$ cat src/rtl/cache_mem_arbiter_if.sv
// ----------------------------------------------------------------------------
// cache_mem_arbiter_if
// Bus bundle between the icache, the dcache, the shared RAM port and the
// arbiter that multiplexes them.
//   icache side : iREN, iaddr (to arbiter)      iwait, iload (from arbiter)
//   dcache side : dREN, dWEN, daddr, dstore     dwait, dload
//   RAM side    : ramload, ram_ready (to arb)   ramREN, ramWEN, ramaddr,
//                                               ramstore (from arbiter)
//   status      : gnt_d (from arbiter, registered dcache ownership)
// Modports:
//   slave  - the arbiter itself
//   master - the surrounding environment (both caches plus the memory model)
// ----------------------------------------------------------------------------
interface cache_mem_arbiter_if;
    logic        iREN;
    logic [31:0] iaddr;
    logic        iwait;
    logic [31:0] iload;

    logic        dREN;
    logic        dWEN;
    logic [31:0] daddr;
    logic [31:0] dstore;
    logic        dwait;
    logic [31:0] dload;

    logic        ramREN;
    logic        ramWEN;
    logic [31:0] ramaddr;
    logic [31:0] ramstore;
    logic [31:0] ramload;
    logic        ram_ready;

    logic        gnt_d;

    modport slave (
        input  iREN, iaddr, dREN, dWEN, daddr, dstore, ramload, ram_ready,
        output iwait, iload, dwait, dload, ramREN, ramWEN, ramaddr, ramstore,
               gnt_d
    );

    modport master (
        output iREN, iaddr, dREN, dWEN, daddr, dstore, ramload, ram_ready,
        input  iwait, iload, dwait, dload, ramREN, ramWEN, ramaddr, ramstore,
               gnt_d
    );
endinterface

$ cat src/rtl/cache_mem_arbiter.sv
// ----------------------------------------------------------------------------
// cache_mem_arbiter
// Shares the single RAM port between the icache and the dcache. One cache is
// granted at a time and the grant is held for up to MAX_BURST RAM beats so a
// block fill or writeback is never split. Address, data and wait are routed
// combinationally between the granted cache and RAM.
// Parameters:
//   MAX_BURST  - RAM beats a grant may hold before it is released
//   D_PRIORITY - 1: dcache wins every tie, 0: round-robin on ties
// Ports:
//   CLK - clock, all state updates on the rising edge
//   RST - synchronous active-high reset
//   bus - cache/RAM bundle (slave modport), see cache_mem_arbiter_if
// ----------------------------------------------------------------------------
module cache_mem_arbiter #(
    parameter int MAX_BURST  = 2,
    parameter bit D_PRIORITY = 1'b1
) (
    input  logic                 CLK,
    input  logic                 RST,
    cache_mem_arbiter_if.slave   bus
);

    localparam int CNT_W = $clog2(MAX_BURST + 1);
    localparam logic [CNT_W-1:0] CNT_ZERO  = '0;
    localparam logic [CNT_W-1:0] CNT_ONE   = CNT_W'(1);
    localparam logic [CNT_W-1:0] LAST_BEAT = CNT_W'(MAX_BURST - 1);

    typedef enum logic [1:0] {
        IDLE  = 2'd0,
        SRV_I = 2'd1,
        SRV_D = 2'd2
    } state_t;

    state_t           state_r;
    logic [CNT_W-1:0] beat_cnt_r;
    logic             last_gnt_d_r;   // 1: the last finished grant was dcache
    logic             gnt_d_r;

    logic             ireq_s;
    logic             dreq_s;
    logic             pick_d_s;

    logic             ramREN_s;
    logic             ramWEN_s;
    logic [31:0]      ramaddr_s;
    logic [31:0]      ramstore_s;
    logic             iwait_s;
    logic             dwait_s;
    logic [31:0]      iload_s;
    logic [31:0]      dload_s;

    assign ireq_s = bus.iREN;
    assign dreq_s = bus.dREN | bus.dWEN;

    // Tie resolution: dcache wins on its own, on fixed priority, or when the
    // icache held the port last.
    assign pick_d_s = dreq_s & (~ireq_s | D_PRIORITY | ~last_gnt_d_r);

    // Grant FSM with burst accounting; owner drop or last beat releases.
    always_ff @(posedge CLK) begin
        if (RST) begin
            state_r      <= IDLE;
            beat_cnt_r   <= CNT_ZERO;
            last_gnt_d_r <= 1'b0;
            gnt_d_r      <= 1'b0;
        end else begin
            case (state_r)
                IDLE: begin
                    beat_cnt_r <= CNT_ZERO;
                    if (pick_d_s) begin
                        state_r <= SRV_D;
                        gnt_d_r <= 1'b1;
                    end else if (ireq_s) begin
                        state_r <= SRV_I;
                        gnt_d_r <= 1'b0;
                    end else begin
                        state_r <= IDLE;
                        gnt_d_r <= 1'b0;
                    end
                end
                SRV_D: begin
                    if (!dreq_s || (bus.ram_ready && beat_cnt_r == LAST_BEAT)) begin
                        state_r      <= IDLE;
                        beat_cnt_r   <= CNT_ZERO;
                        last_gnt_d_r <= 1'b1;
                        gnt_d_r      <= 1'b0;
                    end else if (bus.ram_ready) begin
                        beat_cnt_r <= beat_cnt_r + CNT_ONE;
                    end else begin
                        beat_cnt_r <= beat_cnt_r;
                    end
                end
                SRV_I: begin
                    if (!ireq_s || (bus.ram_ready && beat_cnt_r == LAST_BEAT)) begin
                        state_r      <= IDLE;
                        beat_cnt_r   <= CNT_ZERO;
                        last_gnt_d_r <= 1'b0;
                        gnt_d_r      <= 1'b0;
                    end else if (bus.ram_ready) begin
                        beat_cnt_r <= beat_cnt_r + CNT_ONE;
                    end else begin
                        beat_cnt_r <= beat_cnt_r;
                    end
                end
                default: begin
                    state_r    <= IDLE;
                    beat_cnt_r <= CNT_ZERO;
                    gnt_d_r    <= 1'b0;
                end
            endcase
        end
    end

    // Route strobes, address, data and wait between the granted cache and RAM.
    always_comb begin
        ramREN_s   = 1'b0;
        ramWEN_s   = 1'b0;
        ramaddr_s  = 32'h0000_0000;
        ramstore_s = 32'h0000_0000;
        iwait_s    = 1'b1;
        dwait_s    = 1'b1;
        iload_s    = 32'h0000_0000;
        dload_s    = 32'h0000_0000;
        case (state_r)
            SRV_D: begin
                ramaddr_s  = bus.daddr;
                ramstore_s = bus.dstore;
                ramWEN_s   = bus.dWEN;
                ramREN_s   = bus.dREN & ~bus.dWEN;   // write wins when both high
                dload_s    = bus.ramload;
                // A ready arriving after the owner dropped its request is ignored.
                if (dreq_s) begin
                    dwait_s = ~bus.ram_ready;
                end else begin
                    dwait_s = 1'b1;
                end
            end
            SRV_I: begin
                ramaddr_s = bus.iaddr;
                ramREN_s  = bus.iREN;
                iload_s   = bus.ramload;
                if (ireq_s) begin
                    iwait_s = ~bus.ram_ready;
                end else begin
                    iwait_s = 1'b1;
                end
            end
            default: begin
                ramREN_s = 1'b0;
                ramWEN_s = 1'b0;
            end
        endcase
    end

    assign bus.ramREN   = ramREN_s;
    assign bus.ramWEN   = ramWEN_s;
    assign bus.ramaddr  = ramaddr_s;
    assign bus.ramstore = ramstore_s;
    assign bus.iwait    = iwait_s;
    assign bus.dwait    = dwait_s;
    assign bus.iload    = iload_s;
    assign bus.dload    = dload_s;
    assign bus.gnt_d    = gnt_d_r;

endmodule
$ cat src/flat_wrapper.sv
// flat-port wrapper written by rule: the top's interface ports become plain ports
module cache_mem_arbiter_flat 
#(
    parameter int MAX_BURST  = 2,
    parameter bit D_PRIORITY = 1'b1
)
  (CLK, RST, bus_iREN, bus_iaddr, bus_dREN, bus_dWEN, bus_daddr, bus_dstore, bus_ramload, bus_ram_ready, bus_iwait, bus_iload, bus_dwait, bus_dload, bus_ramREN, bus_ramWEN, bus_ramaddr, bus_ramstore, bus_gnt_d);
  cache_mem_arbiter_if bus_i ();
  input  logic CLK;
  input  logic RST;
  input wire logic [$bits(bus_i.iREN)-1:0] bus_iREN;
  input wire logic [$bits(bus_i.iaddr)-1:0] bus_iaddr;
  input wire logic [$bits(bus_i.dREN)-1:0] bus_dREN;
  input wire logic [$bits(bus_i.dWEN)-1:0] bus_dWEN;
  input wire logic [$bits(bus_i.daddr)-1:0] bus_daddr;
  input wire logic [$bits(bus_i.dstore)-1:0] bus_dstore;
  input wire logic [$bits(bus_i.ramload)-1:0] bus_ramload;
  input wire logic [$bits(bus_i.ram_ready)-1:0] bus_ram_ready;
  output wire logic [$bits(bus_i.iwait)-1:0] bus_iwait;
  output wire logic [$bits(bus_i.iload)-1:0] bus_iload;
  output wire logic [$bits(bus_i.dwait)-1:0] bus_dwait;
  output wire logic [$bits(bus_i.dload)-1:0] bus_dload;
  output wire logic [$bits(bus_i.ramREN)-1:0] bus_ramREN;
  output wire logic [$bits(bus_i.ramWEN)-1:0] bus_ramWEN;
  output wire logic [$bits(bus_i.ramaddr)-1:0] bus_ramaddr;
  output wire logic [$bits(bus_i.ramstore)-1:0] bus_ramstore;
  output wire logic [$bits(bus_i.gnt_d)-1:0] bus_gnt_d;
  assign bus_i.iREN = bus_iREN;
  assign bus_i.iaddr = bus_iaddr;
  assign bus_i.dREN = bus_dREN;
  assign bus_i.dWEN = bus_dWEN;
  assign bus_i.daddr = bus_daddr;
  assign bus_i.dstore = bus_dstore;
  assign bus_i.ramload = bus_ramload;
  assign bus_i.ram_ready = bus_ram_ready;
  assign bus_iwait = bus_i.iwait;
  assign bus_iload = bus_i.iload;
  assign bus_dwait = bus_i.dwait;
  assign bus_dload = bus_i.dload;
  assign bus_ramREN = bus_i.ramREN;
  assign bus_ramWEN = bus_i.ramWEN;
  assign bus_ramaddr = bus_i.ramaddr;
  assign bus_ramstore = bus_i.ramstore;
  assign bus_gnt_d = bus_i.gnt_d;
  cache_mem_arbiter #(.MAX_BURST(MAX_BURST), .D_PRIORITY(D_PRIORITY)) u_core (.CLK(CLK), .RST(RST), .bus(bus_i));
endmodule
$ cat config.mk
export PLATFORM = sky130hd
export DESIGN_NAME = cache_mem_arbiter_flat
export DESIGN_NICKNAME = d
export VERILOG_FILES = /design/src/rtl/cache_mem_arbiter_if.sv /design/src/rtl/cache_mem_arbiter.sv /design/src/flat_wrapper.sv
export SDC_FILE = /design/constraint.sdc
export NUM_CORES = 1
export LEC_CHECK = 0
export CAP_MARGIN = 20
export CELL_PAD_IN_SITES_DETAIL_PLACEMENT = 0
export CELL_PAD_IN_SITES_GLOBAL_PLACEMENT = 1
export CORE_UTILIZATION = 11
export CTS_CLUSTER_SIZE = 16
export DETAILED_ROUTE_END_ITERATION = 8
export PLACE_DENSITY = 0.83
export REMOVE_ABC_BUFFERS = 1
export SETUP_SLACK_MARGIN = 0.15
export SLEW_MARGIN = 10
export SYNTH_ARGS = -nofsm -noshare
export SYNTH_HDL_FRONTEND = slang
export SYNTH_SLANG_ARGS = --single-unit
$ cat constraint.sdc
create_clock -name CLK -period 2 [get_ports CLK]
set_input_delay 0.5 -clock CLK [delete_from_list [all_inputs] [get_ports CLK]]
set_output_delay 0.5 -clock CLK [all_outputs]
set_load 0.01 [all_outputs]
==> run summary <==
Setup violations remaining at the end of the flow were counted as 50. Buffers placed on the I/O ports in this run total 266. The top fanout value on the critical path is 8. For this design the static power due to leakage is 2.33 nW. The number of clock buffers added by TritonCTS is 3. The final max-slew violation count came out at 0.

The floorplan die area is 0.0136 mm^2. For this design, the slowest cell found on the critical path is dfxtp_4. The endpoint kind of the worst setup timing path is a primary output. The count of filler cells inserted in the layout came out at 1285. The deepest level of the CTS H-tree came out at 1.

TritonCTS built the clock tree. The required time of the critical path came out at 1500 ps. In this run the count of I/O pins placed on the die edge is 267. The number of antenna-violating nets in the routed design is 0. The combined area of all synthesized cells is 0.00145 mm^2.

The least setup slack across all paths after layout is -32.1 ps. The critical path in this run is classified as reg -> out. The vertical die dimension is 117 um. The final standard cell area without fillers is 0.00532 mm^2.

The count of flip-flops with a built-in enable after synthesis came out at 0. VDD sags by at most 0.215 mV. The number of remaining DRC errors is 0. The post-route minimum period came out at 2030 ps. By area the synthesized netlist is led by and2_1 (42%), a22oi_1 (17%), nor2b_1 (14%), dfxtp_1 (5.5%), clkbuf_1 (3.6%). The worst path buffer plus inverter count is 5. The busiest metal layer after global routing is met2.

The total global routing overflow came out at 0. The data arrival time at the worst-slack endpoint is 1530 ps. The sequential share of the synthesized area is 5.53%. The fraction of layout cells with a size suffix above 1 came out at 57.2%. The warning count from the yosys run is 0. The proportion of synthesized flip-flops having asynchronous set or reset came out at 0%. The met3 track utilization from global routing came out at 1.92%.

The maximum operating frequency is 492 MHz. Relative to the synthesized area, the layout overhead comes to 267%. The max-cap check violation count is 0. In the global route stage, met1 resource usage came out at 16.7%. The synthesized design contains 4 register bits.

The number of clock sinks came out at 4. The leading cell type in the layout, fill and taps excluded is clkdlybuf4s50_1. The number of antenna violations at the first check in global routing is 0. The clock transition at the registers of the reported paths is 30 ps. The final critical path takes up 102% of the cycle. The net total in the final layout came out at 654. The path class of the tightest hold or removal check is reg -> reg. The starting utilization of the core area came out at 11.4%.

The first routing iteration left 70 violations. The worst setup path is launched from a flop. Final hold analysis gives a worst-case slack of 560 ps. The number of inserted diodes came out at 0. The post-place instance area came out at 0.00440 mm^2. The die width came out at 117 um.

The overall global routing resource usage came out at 14.6%. The prevailing post-synth register cell is dfxtp_1. On the critical path the largest part of the delay comes from buffers and inverters. The top cell type by area accounts for 41.9% of the synthesized area.

The instance count of the mapped netlist came out at 214. The actual slew at the worst max-slew pin came out at 254 ps. The power density over the cells is 374 mW/mm^2.

A synthesized cell averages 6.76 um^2. In the layout the commonest cells are clkdlybuf4s50_1 (133), buf_6 (73), buf_2 (69). The largest buffer count on any clock path is 2. The final-report hold violation count came out at 0. The via count of the first global-routing pass came to 2680.

The floorplan step defined a core boundary enclosing 0.0127 mm^2. The flow ran to the end, but the final reports show violations. Setup repair after global routing could not meet its margin everywhere. The final routed wirelength across all metal layers came out at 11.3 mm. The final reports fail on negative setup slack.

The global-route wire length before repair is 15.1 mm. In the routed layout, each cell is associated on average with a via count of 4.01. The detailed-route wire length per cell came out at 16.5 um. The final weighted congestion in routability-driven placement came out at 0.739.

Clock skew on the completed layout was measured at 1.39 ps. For the worst-skew pair, the clock arrives at the later sink with an insertion delay of 220 ps. The total vias in the final route came out at 2748. Before antenna repair, the detailed router went through 6 iterations. The count of unique library cells instantiated by Yosys came out at 28.

The longest individual stage delay on the worst path came out at 370 ps. The global-route track usage on met2 came out at 29.0%. Measured against its own limit, the worst slew margin works out to 83.1%. The largest net degree at the start of global routing came out at 25. CTS placed an instance of clkbuf_16 at the clock tree root.

The signal on the critical path passes through inv_4 > ha_4 > buf_6 > buf_12 > clkbuf_16 > and2_1 > buf_2. The synthesized design spends more area on one cell type than any other, namely and2_1. Summed over all nets, the half-perimeter wirelength after detailed placement is 7.09 mm.

The floorplan has 41 rows.
==> repair_timing <==
| action | 4_1_cts | 5_1_grt |
|---|---|---|
| gates resized for setup | 606 | 129 |
| pin swaps | 21 | 20 |
| cloned | 12 | 4 |
| setup buffers | 16 | 8 |
| endpoints found under the setup margin | 132 | 125 |
| hold buffers | 0 | 0 |
==> logic make-up (layout without fill, tap and decap cells) <==
family	count (synthesis)	count (layout)	share of synthesized area (%)
simple gates	138	138	59.4
compound gates	42	42	23.3
buf+inv	25	325	7.61
fa+ha+maj	4	4	3.46
flops	4	4	5.53
mux	1	1	0.691
==> cell usage after synthesis, types with 2 or more instances <==
cell	number
and2_1	97
clkbuf_1	14
inv_1	3
a22oi_1	32
buf_2	7
ha_1	4
and3_1	2
dfxtp_1	4
nor2b_1	32
==> layout make-up <==
cell class | count | area [um^2] | share of cell area, %
tap | 172 | 215 | 4.05
sequential | 4 | 87.6 | 1.65
clock buffer | 3 | 75.1 | 1.41
multi-input combinational | 185 | 1620 | 30.5
timing repair buffer | 319 | 3300 | 62.1
inverter | 3 | 16.3 | 0.306
==> metal layers <==
metal	vias up	routed length [um]
met3	7	800
met2	134	6080
li1	1320	-
met1	1287	4410
met4	0	48
met5	-	0
==> through the flow <==
| stage | setup TNS [ps] | cells | worst slack, ps | utilization (%) | power (mW) |
|---|---|---|---|---|---|
| 2_1_floorplan | -76120 | 192 | -773 | - | 0.478 |
| 4_1_cts | -2330 | 675 | -56.9 | 36.7 | 1.81 |
| 5_1_grt | -3760 | 686 | -101 | 41.8 | 2.09 |
| 3_3_place_gp | -18430 | 644 | -335 | 34.6 | 1.22 |
| 3_5_place_dp | -19520 | 644 | -358 | 34.6 | 1.23 |
| 6_report | -796 | 686 | -32.1 | 41.8 | 1.99 |
==> final timing paths <==
check / from / end / slack [ps] / cells past startpoint
hold reg to reg: u_core.state_r[0] / u_core.state_r[0] / 560 / 1
setup / recovery: u_core.state_r[0] / bus_ramstore[1] / -30 / 7
hold / removal: u_core.state_r[0] / u_core.state_r[0] / 560 / 1
setup reg to reg: u_core.state_r[0] / u_core.state_r[0] / 360 / 8
==> flip-flops by register name, summed over array words and instances (netlist names) <==
register and flops:
u_core.beat_cnt_r 2, u_core.state_r 2
==> power breakdown <==
group	internal, mW	total (mW)	switching [mW]	leakage, nW
sequential	0.0854	0.0929	0.00756	0.0339
clock	0.256	0.313	0.0576	0.0370
combinational	0.985	1.58	0.594	2.26
Power figures use the tool's default switching activity.
